File: config.mk
export PLATFORM = sky130hd
export DESIGN_NAME = fft_frame_collector
export DESIGN_NICKNAME = d
export VERILOG_FILES = /design/src/rtl/fft_pkg.sv /design/src/rtl/fft_frame_bank.sv /design/src/rtl/fft_frame_collector.sv
export SDC_FILE = /design/constraint.sdc
export NUM_CORES = 1
export LEC_CHECK = 0
export ABC_CLOCK_PERIOD_IN_PS = 4240
export BUFFER_PORTS_ARGS = -buffer_cell sky130_fd_sc_hd__clkbuf_2
export CAP_MARGIN = 30
export CORE_ASPECT_RATIO = 1.2
export CORE_MARGIN = 2
export CORE_UTILIZATION = 55
export CTS_CLUSTER_SIZE = 8
export DETAILED_ROUTE_END_ITERATION = 6
export PLACE_DENSITY = 0.82
export SLEW_MARGIN = 0
export SYNTH_ARGS = -nofsm -noshare
export SYNTH_HDL_FRONTEND = slang
export SYNTH_SLANG_ARGS = --single-unit
export TNS_END_PERCENT = 10
File: constraint.sdc
create_clock -name clk -period 4.24 [get_ports clk]
set_input_delay 0.212 -clock clk [delete_from_list [all_inputs] [get_ports clk]]
set_output_delay 0.212 -clock clk [all_outputs]
set_load 0.01 [all_outputs]
File: src/rtl/fft_pkg.sv
// -----------------------------------------------------------------------------
// fft_pkg
// Shared definitions for the FFT front end (frame collector and FFT_step1..3):
//   FFT_SAMPLES / FFT_WIDTH : default frame length and sample width
//   ADDR_W                  : slot index width for the default frame length
//   fill_state_e            : number of full banks in the ping-pong collector
//   bitrev()                : reverses the low 'bits' bits of an index
// -----------------------------------------------------------------------------
package fft_pkg;

  localparam int FFT_SAMPLES = 8;
  localparam int FFT_WIDTH   = 3;
  localparam int ADDR_W      = $clog2(FFT_SAMPLES);

  typedef enum logic [1:0] {
    EMPTY = 2'd0,
    ONE   = 2'd1,
    TWO   = 2'd2
  } fill_state_e;

  // Bits at or above 'bits' come back as zero.
  function automatic logic [31:0] bitrev(input logic [31:0] idx, input int bits);
    logic [31:0] r;
    r = '0;
    for (int i = 0; i < 32; i++) begin
      if (i < bits) r[bits - 1 - i] = idx[i];
    end
    return r;
  endfunction

endpackage

File: src/rtl/fft_frame_bank.sv
// -----------------------------------------------------------------------------
// fft_frame_bank
// One SAMPLES x WIDTH register bank. All slots are readable in parallel;
// a single slot is written per cycle. Cleared to zero by reset.
//   clk, rst_n : clock, asynchronous active-low reset
//   i_we       : write enable
//   i_addr     : slot to write
//   i_data     : sample to write
//   o_data     : all slots, element i is slot i
// -----------------------------------------------------------------------------
module fft_frame_bank #(
  parameter int SAMPLES = 8,
  parameter int WIDTH   = 3
) (
  input  logic                       clk,
  input  logic                       rst_n,
  input  logic                       i_we,
  input  logic [$clog2(SAMPLES)-1:0] i_addr,
  input  logic [WIDTH-1:0]           i_data,
  output logic [WIDTH-1:0]           o_data [SAMPLES]
);

  logic [WIDTH-1:0] r_mem [SAMPLES];

  // NOTE: this is a register array, not a RAM, so it can be reset; the
  // zero-on-reset contents are what sampleInputs shows before the first frame.
  // NOTE: sequential state uses non-blocking assignments so every register
  // samples its inputs from before the edge.
  always_ff @(posedge clk or negedge rst_n) begin
    if (!rst_n) begin
      for (int i = 0; i < SAMPLES; i++) r_mem[i] <= '0;
    end else if (i_we) begin
      r_mem[i_addr] <= i_data;
    end
  end

  assign o_data = r_mem;

endmodule

File: src/rtl/fft_frame_collector.sv
// -----------------------------------------------------------------------------
// fft_frame_collector
// Serial-to-parallel collector feeding FFT_step1. Samples arrive over a
// valid/ready handshake and are assembled into SAMPLES-long frames in two
// ping-pong banks, so one frame can fill while the other is held downstream.
//   clk, rst_n      : clock, asynchronous active-low reset
//   in_valid/ready  : sample handshake, in_sample is the data
//   frame_valid/rdy : frame handshake, sampleInputs is the frame (slot i)
//   frame_cnt       : frames consumed, wraps 255 -> 0
// Build option: define FFT_BITREV_LOAD_EN to write sample k into slot
// bitrev(k), leaving sampleInputs in decimation-in-time input order.
// -----------------------------------------------------------------------------
module fft_frame_collector
  import fft_pkg::*;
#(
  parameter int SAMPLES = FFT_SAMPLES,
  parameter int WIDTH   = FFT_WIDTH
) (
  input  logic             clk,
  input  logic             rst_n,
  input  logic             in_valid,
  output logic             in_ready,
  input  logic [WIDTH-1:0] in_sample,
  output logic             frame_valid,
  input  logic             frame_ready,
  output logic [WIDTH-1:0] sampleInputs [SAMPLES],
  output logic [7:0]       frame_cnt
);

  localparam int IDX_W = $clog2(SAMPLES);

  fill_state_e      r_state, w_state_nxt;
  logic             r_wr_bank, w_wr_bank_nxt;
  logic             r_rd_bank, w_rd_bank_nxt;
  logic [IDX_W-1:0] r_wr_idx, w_wr_idx_nxt;
  logic [7:0]       r_frame_cnt;

  logic             w_accept;
  logic             w_last;
  logic             w_consume;
  logic [IDX_W-1:0] w_wr_addr;
  logic [WIDTH-1:0] w_bank0_data [SAMPLES];
  logic [WIDTH-1:0] w_bank1_data [SAMPLES];

  // Handshake outputs come from registered state only.
  assign in_ready    = (r_state != TWO);
  assign frame_valid = (r_state != EMPTY);
  assign frame_cnt   = r_frame_cnt;

  assign w_accept  = in_valid & in_ready;
  assign w_last    = w_accept && (r_wr_idx == IDX_W'(SAMPLES - 1));
  assign w_consume = frame_valid & frame_ready;

`ifdef FFT_BITREV_LOAD_EN
  assign w_wr_addr = IDX_W'(bitrev(32'(r_wr_idx), IDX_W));
`else
  assign w_wr_addr = r_wr_idx;
`endif

  fft_frame_bank #(.SAMPLES(SAMPLES), .WIDTH(WIDTH)) u_bank0 (
    .clk    (clk),
    .rst_n  (rst_n),
    .i_we   (w_accept & ~r_wr_bank),
    .i_addr (w_wr_addr),
    .i_data (in_sample),
    .o_data (w_bank0_data)
  );

  fft_frame_bank #(.SAMPLES(SAMPLES), .WIDTH(WIDTH)) u_bank1 (
    .clk    (clk),
    .rst_n  (rst_n),
    .i_we   (w_accept & r_wr_bank),
    .i_addr (w_wr_addr),
    .i_data (in_sample),
    .o_data (w_bank1_data)
  );

  always_comb begin
    for (int i = 0; i < SAMPLES; i++) begin
      sampleInputs[i] = r_rd_bank ? w_bank1_data[i] : w_bank0_data[i];
    end
  end

  // Next-state logic. The fill bank always flips on a last-sample accept;
  // in ONE that makes it point at the held bank, which becomes the fill bank
  // again once the held frame is consumed out of TWO.
  always_comb begin
    // NOTE: every output gets a default first so no path leaves it
    // unassigned, which would otherwise infer a latch.
    w_state_nxt   = r_state;
    w_rd_bank_nxt = r_rd_bank;
    w_wr_bank_nxt = r_wr_bank ^ w_last;
    w_wr_idx_nxt  = r_wr_idx;

    if (w_accept) w_wr_idx_nxt = w_last ? '0 : r_wr_idx + 1'b1;

    unique case (r_state)
      EMPTY: begin
        if (w_last) begin
          w_state_nxt   = ONE;
          w_rd_bank_nxt = r_wr_bank;
        end
      end
      ONE: begin
        if (w_last && w_consume) begin
          w_rd_bank_nxt = r_wr_bank;
        end else if (w_last) begin
          w_state_nxt = TWO;
        end else if (w_consume) begin
          w_state_nxt = EMPTY;
        end
      end
      TWO: begin
        if (w_consume) begin
          w_state_nxt   = ONE;
          w_rd_bank_nxt = ~r_rd_bank;
        end
      end
      default: w_state_nxt = EMPTY;
    endcase
  end

  always_ff @(posedge clk or negedge rst_n) begin
    if (!rst_n) begin
      r_state     <= EMPTY;
      r_wr_bank   <= 1'b0;
      r_rd_bank   <= 1'b0;
      r_wr_idx    <= '0;
      r_frame_cnt <= '0;
    end else begin
      r_state   <= w_state_nxt;
      r_wr_bank <= w_wr_bank_nxt;
      r_rd_bank <= w_rd_bank_nxt;
      r_wr_idx  <= w_wr_idx_nxt;
      if (w_consume) r_frame_cnt <= r_frame_cnt + 8'd1;
    end
  end

endmodule

## Word level (Yosys, flattened, before mapping)

Cells that the tools add are included.

- Add/subtract/negate cells: 2
- Magnitude comparators: 2
- Eq/ne operators: 9
- Mux-type cells: 23
- Bitwise gates (word level): 8
- Reductions and logical operators: 8

Operator list:

| kind | number |
|---|---|
| $bwmux W24 | 2 |
| $mux W3 | 10 |
| $mux W2 | 5 |
| $ne A2 B2 Y1 const B | 5 |
| $demux W3 S3 | 1 |
| $add A8 B1 Y8 const B | 1 |
| $reduce_and A4 Y1 | 2 |
| $pmux W2 S3 | 1 |
| $and A1 B1 Y1 | 4 |
| $ge A4 B4 Y1 const B | 1 |
| $lt A4 B1 Y1 const B | 1 |
| $not A3 Y4 | 1 |
| $add A3 B1 Y3 const B | 1 |
| $eq A3 B3 Y1 const B | 1 |
| $logic_and A1 B1 Y1 | 3 |
| $mux W1 | 3 |
| $ne A3 B3 Y1 const B | 1 |
| $pmux W1 S3 | 1 |
| $reduce_bool A3 Y1 | 1 |
| $eq A2 B1 Y1 const B | 1 |
| $eq A2 B2 Y1 const B | 1 |
| $logic_not A2 Y1 | 1 |
| $not A1 Y1 | 2 |
| $reduce_bool A2 Y1 | 1 |
| $xor A1 B1 Y1 | 1 |

- Register bits after elaboration: 63
- Output and inout port bits: 34

## Depth between registers and ports, before layout

- Word-level depth: 6
- Mapped depth: 6

## Hierarchy

A second synthesis with hierarchy kept.

- Cell total of the unflattened synthesis: 207
- Area total of the unflattened synthesis: 3047.9 um^2

Modules (own cells, without submodules):

| module | instances | cells an instance | area an instance (um^2) | sequential area each (um^2) |
|---|---|---|---|---|
| fft_frame_bank | 2 | 56 | 1009.7 | 600.6 |
| fft_frame_collector | 1 | 95 | 1028.5 | 375.4 |

## Worst setup path before layout

OpenSTA, ideal clock, no wires.

- Path kind: flip-flop to flip-flop
- From: register r_state[1]
- To: register u_bank1.r_mem, in the netlist u_bank1.o_data[15]
- Setup time: 0.125 ns
- Arrival time: 1.347 ns
- Setup slack: 2.768 ns
- Stages on the path, launching flop included: 7
- Cell sequence: dfrtp_1 clkbuf_2 nor2b_4 inv_2 buf_6 nand4_1 mux2_2

- Longest elaborated chain between the ends: 3

Ends and longest elaborated chain:

| element | line | source |
|---|---|---|
| start: declaration | fft_frame_collector.sv:32 | `fill_state_e r_state, w_state_nxt;` |
| start signal: assignment | fft_frame_collector.sv:131 | `r_state <= w_state_nxt;` |
| $ne A2 B2 Y1 | fft_frame_collector.sv:46 | `assign in_ready = (r_state != TWO);` |
| via in_ready | fft_frame_collector.sv:22 | `output logic in_ready,` |
| $and A1 B1 Y1 | fft_frame_collector.sv:50 | `assign w_accept = in_valid & in_ready;` |
| $and A1 B1 Y1 | fft_frame_collector.sv:72 | `.i_we (w_accept & r_wr_bank),` |
| end signal: indexed assignment | fft_frame_bank.sv:33 | `r_mem[i_addr] <= i_data;` |
| end: declaration | fft_frame_bank.sv:23 | `logic [WIDTH-1:0] r_mem [SAMPLES];` |

The timed path passes the listed nets, and every way through them passes these cells.
A chain may end at the register's enable or synchronous reset.

==> metrics.md <==
| Metric | Value |
|---|---|
| DRC violations left | 0 |
| Routed WL per cell | 16.7 um |
| Final core utilization | 0.647 |
| Most used DFF post-synth | dfrtp_1 |
| Final Skew | 0.00470 ns |
| Required @ worst endpoint | between 4 and 5 ns |
| Final Cycle Share | 0.466 |
| Synth warnings | 0 |
| I/O pins | 41 |
| Async set or reset register ratio after synthesis | 1.00 |
| Die Footprint | 0.00609 mm2 |
| R2R depth | 4 |
| Slew of the pin with the lowest slew margin | roughly 0.78 ns |
| Critical Path Fanout Max | 14 |
| Power density cells | approximately 740 mW/mm2 |
| Worst Setup End Kind | output pin |
| Largest area contributor in the netlist | dfrtp_1 |
| Clock root buffer | clkbuf_8 |
| HP Class | primary input to async pin |
| Outcome | completed |
| Post-synth net total | roughly 230 |
| Max-Slew Margin vs Limit | 0.481 |
| Routed vias/inst | 5.67 |
| ANT cells | 0 |
| Final hold violations | 0 |
| DRT Pass-1 Iters | 4 |
| Multi-input gate area | 0.00137 mm2 |
| Max-slew violations | 0 |
| Area of the mapped netlist | 0.00301 mm2 |
| First-pass GRT wire length | around 9400 um |
| Filler Cell Count | between 400 and 500 |
| CORE AREA | 0.00530 mm2 |
| Antenna violations before repair | 0 |
| CTS tree | built |
| Port Buffers | 40 |
| Ratio of cells with drive above 1 in the final layout | 0.507 |
| Sequential area share after synthesis | 0.523 |
| Grt ovf | 0 |
| Minimum clock period | a little under 2 ns |
| Synth top area cells | dfrtp_1 (52%), mux2_2 (28%), nand4_1 (1.7%) |
| Dpl cells | about 320 |
| Startpoint Class | flop |
| Die width | 71.6 um |
| Pleak | roughly 1.6 nW |
| Worst-Skew Late Latency | 0.34 ns |
| Vias in the first global route | 1959 |
| Global Route Usage Sum | 0.204 |
| Setup TNS Final | 0 ns |
| Row count | 29 |
| Critical path class | flop to output pin |
| Post-synth cell types | 35 |
| Mean area per synthesized cell | roughly 14 um2 |
| Worst Path Arrival | 1.77 ns |
| Most frequent cells after synthesis | mux2_2 (75), dfrtp_1 (63), nand2_1 (9) |
| Inserted Clock Buffers | 9 |
| Placed wire-length estimate | 3600 um |
| EDFF count, synth | 0 |
| Synth top area share | 0.523 |
| H-tree depth | 3 |
| Worst VDD drop | 391 uV |
| Fmax | 506 MHz |
| Die Height | 85.1 um |
| Nets@finish | 274 |
| DRC violation total after the first TritonRoute iteration | 124 |
| Initial core utilization | 0.569 |
| Worst reg2reg endpoint | u_bank0.o_data[14] |
| Clk sink count | 63 |
| Power, Total | roughly 2.5 mW |
| Antenna viol nets, final | 0 |
| Unrepaired setup endpoints after global routing | false |
| Cell count after synthesis | 223 |
| Area Overhead vs Synth | 13.8% |
| Register bit total from synthesis | 63 |
| Post-CTS setup buffers | 0 |
| Reg area | ~0.0016 mm2 |
| Clk slew on worst S/H paths | 0.06 ns |
| Layout Cells excl Fill | 330 |
| Most common cell in the netlist | mux2_2 |
| Via count | ~1900 |
| CTS resizes | 0 |
| Max_cap viols | 0 |
| Final setup fails | 0 |
| Deepest clock path buffer count | 2 |
| Post-Route WL | 5520 um |
| Placer Congestion | 0.744 |
| Largest net degree at the start of global routing | 64 |
| Crit Reg-Reg Startpoint | r_state[1] |
| Hold_buf cts | 0 |
| Flop2flop setup slack | 2.51 ns |
-- final cells by class --
type	count	area share
multi-input combinational	146	0.399
clock buffer	15	0.0514
sequential	63	0.460
inverter	2	0.00219
timing repair buffer	42	0.0649
tap	62	0.0226
-- worst max-delay path by stage --
stage	from	to	slack, ns	depth (start not counted)
2_1_floorplan	r_state[1]	u_bank1.o_data[15]	2.77	6
3_3_place_gp	r_rd_bank	sampleInputs[21]	2.45	2
3_5_place_dp	r_state[1]	u_bank0.o_data[14]	2.53	4
4_1_cts	r_rd_bank	sampleInputs[13]	2.22	3
5_1_grt	r_rd_bank	sampleInputs[13]	2.17	3
6_report	r_rd_bank	sampleInputs[13]	2.26	3
-- worst max-delay path, cell delays in order (launching register included) --
cell and delay, ns:
dfrtp_1 0.69, buf_8 0.24, mux2_2 0.35, clkbuf_2 0.13
-- power breakdown --
group	internal [mW]	switching (mW)
Combinational	0.576	0.394
Clock	0.258	0.213
Sequential	0.864	0.223
-- layer usage --
metal	vias to the layer above	GRT usage	routed length (um)
met2	47	0.303	2660
met4	0	0.127	159
met5	-	0	0
met3	13	0.0428	220
met1	918	0.271	2480
li1	894	-	-
-- logic make-up (layout without fill, tap and decap cells) --
| family | count (synthesis) | in the layout | share of synthesized area |
|---|---|---|---|
| AO/OA/AOI/OAI | 8 | 8 | 0.0170 |
| multiplexers | 76 | 76 | 0.284 |
| flip-flops | 63 | 63 | 0.523 |
| adder cells (fa/ha/maj) | 3 | 3 | 0.0125 |
| XOR/XNOR | 8 | 8 | 0.0232 |
| buffers and inverters | 14 | 59 | 0.0228 |
| AND/OR/NAND/NOR | 51 | 51 | 0.118 |
-- registers in the layout, indices dropped and copies added (netlist names) --
name            flops
u_bank1.o_data     24
frame_cnt           8
r_rd_bank           1
r_wr_idx            3
r_wr_bank           1
r_state             2
u_bank0.o_data     24
-- cell usage in the layout (no fill, tap or decap), types with 2 or more instances in the layout --
cell type,count
mux2_2,75
dfrtp_1,63
clkbuf_2,40
clkbuf_8,12
nand2_1,9
nand4_1,8
nor2_1,4
xor2_1,4
xnor2_1,4
and3b_1,4
nor3_1,3
nand3_1,3
a21oi_1,3
nor2b_1,3
and4b_1,3
ha_1,3
clkbuf_1,3
o21a_1,2
nor3b_1,2
nand4b_2,2
nand4b_1,2
nand3b_1,2
-- through the flow --
stage | area (um2) | setup WS [ns] | hold WS (ns)
finish | 3430 | 2.26 | 0.0196
detailed placement | 3250 | 2.53 | 0.425
global placement | 3240 | 2.45 | 0.425
CTS | 3430 | 2.22 | 0.0570
global route | 3430 | 2.17 | 0.0978
floorplan | 3010 | 2.77 | -0.0836
Power figures use the tool's default switching activity.
